`config.mk`:
```
export PLATFORM = sky130hd
export DESIGN_NAME = uart_tx_fifo
export DESIGN_NICKNAME = d
export VERILOG_FILES = /design/src/rtl/uart_tx_fifo.sv
export SDC_FILE = /design/constraint.sdc
export NUM_CORES = 1
export LEC_CHECK = 0
export CORE_MARGIN = 2
export CORE_UTILIZATION = 45
export DETAILED_ROUTE_END_ITERATION = 6
export PLACE_DENSITY_LB_ADDON = 0.08
export RECOVER_POWER = 100
export SLEW_MARGIN = 25
export SYNTH_ARGS = -nofsm -noshare
export SYNTH_HDL_FRONTEND = slang
export SYNTH_SLANG_ARGS = --single-unit
```
`constraint.sdc`:
```
create_clock -name clk -period 3.52 [get_ports clk]
set_input_delay 0.88 -clock clk [delete_from_list [all_inputs] [get_ports clk]]
set_output_delay 0.88 -clock clk [all_outputs]
set_load 0.005 [all_outputs]
```
`src/rtl/uart_tx_fifo.sv`:
```
// Byte FIFO feeding a UART transmitter: buffers host writes and hands them out one at a time
// via start_tx/data_in, paced by tx_busy/tx_done. Define UART_TX_FIFO_OVF_FLAG_EN for a sticky overflow flag.
module uart_tx_fifo #(
  parameter int DEPTH  = 16,
  parameter int ADDR_W = 4
) (
  input  logic              clk,
  input  logic              rst_n,
  input  logic              wr_en,
  input  logic [7:0]        wr_data,
  output logic              full,
  output logic              empty,
  output logic [ADDR_W:0]   count,
  output logic              overflow,
  input  logic              ovf_clr,
  output logic              start_tx,
  output logic [7:0]        data_in,
  input  logic              tx_busy,
  input  logic              tx_done
);

  typedef enum logic [1:0] {S_IDLE, S_REQ, S_WAIT} state_t;

  localparam logic [ADDR_W:0]   LP_DEPTH = (ADDR_W+1)'(DEPTH);
  localparam logic [ADDR_W:0]   LP_ONE   = (ADDR_W+1)'(1);
  localparam logic [ADDR_W-1:0] LP_INC   = ADDR_W'(1);

  logic [7:0]        r_mem [DEPTH];
  logic [ADDR_W-1:0] r_wp, r_rp;
  logic [ADDR_W:0]   r_count;
  logic [7:0]        r_data;
  state_t            r_state, w_next;
  logic              w_pop, w_push, w_full, w_empty;

  assign w_full   = (r_count == LP_DEPTH);
  assign w_empty  = (r_count == '0);
  // A pop frees a slot on the same edge, so a write into a full FIFO still lands.
  assign w_push   = wr_en && (!w_full || w_pop);

  assign full     = w_full;
  assign empty    = w_empty;
  assign count    = r_count;
  assign data_in  = r_data;
  assign start_tx = (r_state == S_REQ);

  always_ff @(posedge clk or negedge rst_n) begin
    if (!rst_n) r_state <= S_IDLE;
    else        r_state <= w_next;
  end

  always_comb begin
    w_next = r_state;
    w_pop  = 1'b0;
    case (r_state)
      S_IDLE: if (!w_empty && !tx_busy) begin
        w_pop  = 1'b1;
        w_next = S_REQ;
      end
      S_REQ:  if (tx_busy) w_next = S_WAIT;
      S_WAIT: if (tx_done) w_next = S_IDLE;
      default: w_next = S_IDLE;
    endcase
  end

  // Storage is not reset; pointers and count define what is valid.
  always_ff @(posedge clk) begin
    if (w_push) r_mem[r_wp] <= wr_data;
  end

  always_ff @(posedge clk or negedge rst_n) begin
    if (!rst_n) begin
      r_wp    <= '0;
      r_rp    <= '0;
      r_count <= '0;
      r_data  <= 8'h00;
    end else begin
      if (w_push) r_wp <= r_wp + LP_INC;
      if (w_pop) begin
        r_rp   <= r_rp + LP_INC;
        r_data <= r_mem[r_rp];
      end
      case ({w_push, w_pop})
        2'b10:   r_count <= r_count + LP_ONE;
        2'b01:   r_count <= r_count - LP_ONE;
        default: r_count <= r_count;
      endcase
    end
  end

`ifdef UART_TX_FIFO_OVF_FLAG_EN
  logic w_drop;
  logic r_ovf;
  assign w_drop = wr_en && w_full && !w_pop;

  // A drop coinciding with a clear keeps the flag set.
  always_ff @(posedge clk or negedge rst_n) begin
    if (!rst_n)       r_ovf <= 1'b0;
    else if (w_drop)  r_ovf <= 1'b1;
    else if (ovf_clr) r_ovf <= 1'b0;
  end
  assign overflow = r_ovf;
`else
  logic w_unused_ovf_clr;
  assign w_unused_ovf_clr = ovf_clr;
  assign overflow = 1'b0;
`endif

endmodule

```
==> results.yml <==
run_status:
  outcome: "finished clean"
pwr:
  powerDensity_nw_per_um2: 813.3
  leakagePower_uw: 0.002416
  ir_worst_vdd_v: 0.0003580
yosys:
  synth-edff-count: 128
  yosysSeqAreaShare_pct: 73.19
  synth_top_family_by_area: "multiplexers"
  synth_simple_gate_area_share_pct: 3.460
  synth_seq_cells: 151
  dominantRegCellSynth: "edfxtp_1"
  synth_xor_area_share_pct: 1.886
  synth_mux_area_share_pct: 13.80
  synthAdderAreaFrac_pct: 1.658
  ys_warn_count: 0
  syn_inst: 317
  syn_avg_cell_area_um2: 19.05
  synth_area_um2: 6038
  syn-num-nets: 339
  synth_compound_area_share_pct: 3.958
  synthDistinctLibCells: 36
  async_flop_share_pct: 15.23
timing:
  fin_crit_sh_pct: 87.82
  skew_ns: 0.006078
  worst_pin_slew_ns: 1.388
  setup_viol: 0
  max_freq_ghz: 0.3235
  report.final.hold_viol_count: 0
  tns_ns: 0
  rsz0062_at_grt: "no"
  period_minus_slack_ns: 3.091
  relSlewSlack_pct: 7.468
  slew_violations: 0
cts:
  numCtsBuffers: 17
  cts.htree.levels: 4
  cts_root_buf: "clkbuf_16"
  clkSinkCount: 151
  cts-resized-gates: 0
  cts.hold.buffers_added: 0
  post_cts_buffers: 0
  clk_latency_ns: 0.42
  clockBufferDepth: 2
  clk_pin_slew_ns: 0.06
  cts_tree: "built"
floorplanning:
  die_x_um: 119.8
  pin_count: 31
  fp-row-count: 42
  die_area_um2: 14360
  start_util_pct: 45.78
  core_um2: 13190
  die_y_um: 119.8
critical_path:
  reg2reg_to: "count[4]"
  startpoint: "tx_busy"
  crit_type: "input pin to flop"
  crit_required_ns: 3.58
  r2r_start: "count[1]"
  start_kind: "input pin"
  crit_arrival_ns: 3.15
  ff2ff_path_depth: 10
  rrSetupSlack_ns: 0.65
  crit_fanout: 8
  worstSetupEndpointType: "flop"
placement:
  dp_hpwl_um: 7567
  port-buffer-count: 28
  dpl-instance-area_um2: 6628
  place.gp.congestion: 0.7081
final_layout:
  post-route-util_pct: 54.19
  fill_cells: 1081
  layout_commonest_cell: "edfxtp_1"
  stdcell_area_um2: 7148
  final_cell_mix: "128 x edfxtp_1, 32 x mux4_2, 26 x dlygate4sd3_1, 22 x dfrtp_1, 17 x clkbuf_16"
  drive_gt1_share_pct: 23.56
  syn_to_final_growth_pct: 18.38
  antennaDiodeCount: 0
  fin_nets: 391
drt:
  dr.pass1.iters: 4
  drtAntennaViolNets: 0
  vias: 3040
  vias_per_cell: 5.448
  wl_per_cell_um: 21.18
  drt_iter0_markers: 211
  wl_um: 11820
  drc: 0
global_routing:
  antenna_found_initial: 0
  grt_pass1_vias: 3207
  grt_max_degree: 24
  grt_use_total_pct: 18.16
  grt_overflow: 0
  grt_pass1_wl_um: 18710
flow_run:
  maxCapViolations: 0
min_path:
  min_path_type: "flop to flop"
  min_delay_worst_endpoint: "r_state[1]"
  hold_depth: 1
  hp-start: "r_state[1]"
==> through the flow <==
step,total power [µW],instances,hold WS [ns],setup WS (ns)
after global placement,4199,526,0.5114,0.2897
after global routing,6129,558,0.6050,0.2359
after detailed placement,4229,526,0.5338,0.2517
final,5814,558,0.5501,0.4287
after CTS,5956,558,0.5504,0.5280
after floorplan,3608,317,0.4898,0.6540
==> power by group <==
part | internal [µW] | total [µW] | switching, µW
clock network | 1030 | 1720 | 693
logic | 843 | 1570 | 725
registers | 2230 | 2530 | 297
==> worst max path at each step <==
stage	cells past startpoint	end
2_1_floorplan	11	count[4]
3_3_place_gp	12	count[4]
3_5_place_dp	12	count[4]
4_1_cts	3	empty
5_1_grt	8	r_mem[13][1]
6_report	8	r_mem[13][1]
==> flip-flops by register name (all words and copies together) (netlist names) <==
| name | flops |
|---|---|
| data_in | 8 |
| r_wp | 4 |
| count | 5 |
| r_rp | 4 |
| r_state | 2 |
| r_mem | 128 |
==> per-layer routing <==
layer,global-route usage [%],up-vias,routed length (µm)
met2,28.04,64,5733
met5,0,-,0
met3,4.563,17,401
met1,24.99,1593,5477
li1,-,1366,-
met4,7.206,0,205
==> cells in the mapped netlist, types with 2 or more instances <==
library cell	instances	area share, %
nand2b_1	3	0.31
and3b_1	2	0.29
buf_2	3	0.25
clkbuf_1	8	0.50
o22ai_1	16	1.7
nor3_1	6	0.50
o21ai_0	3	0.25
xor2_1	6	0.87
a21oi_1	11	0.91
nor2b_1	2	0.21
buf_4	5	0.62
nor2_1	16	0.99
dfrtp_1	23	9.5
mux2_2	10	1.9
edfxtp_1	128	64
mux4_2	32	12
xnor2_1	7	1.0
inv_1	6	0.37
nand2_1	6	0.37
ha_1	8	1.7
==> cell type report <==
type                       count  area, µm²  area share (%)
sequential                   151       4420           61.84
timing repair buffer          51      429.2           6.004
multi-input combinational    142       1488           20.81
tap                          176      220.2           3.081
clock buffer                  21      470.5           6.581
inverter                       6      22.52          0.3151
clock inverter                11      97.59           1.365
==> kinds of logic after synthesis <==
| kind of cell | count (synthesis) |
|---|---|
| AO/OA/AOI/OAI | 38 |
| buffers and inverters | 24 |
| multiplexers | 42 |
| XOR/XNOR | 13 |
| flip-flops | 151 |
| AND/OR/NAND/NOR | 40 |
| other | 1 |
| adder cells (fa/ha/maj) | 8 |
==> worst max-delay path, stage by stage <==
cell           delay, ns
dlygate4sd3_1       0.57
nor3_1              0.14
clkbuf_1            0.18
o31a_1              0.16
clkbuf_1            0.39
nand2_1             0.19
nor2_1              0.13
clkbuf_1            0.49
Power figures use the tool's default switching activity.
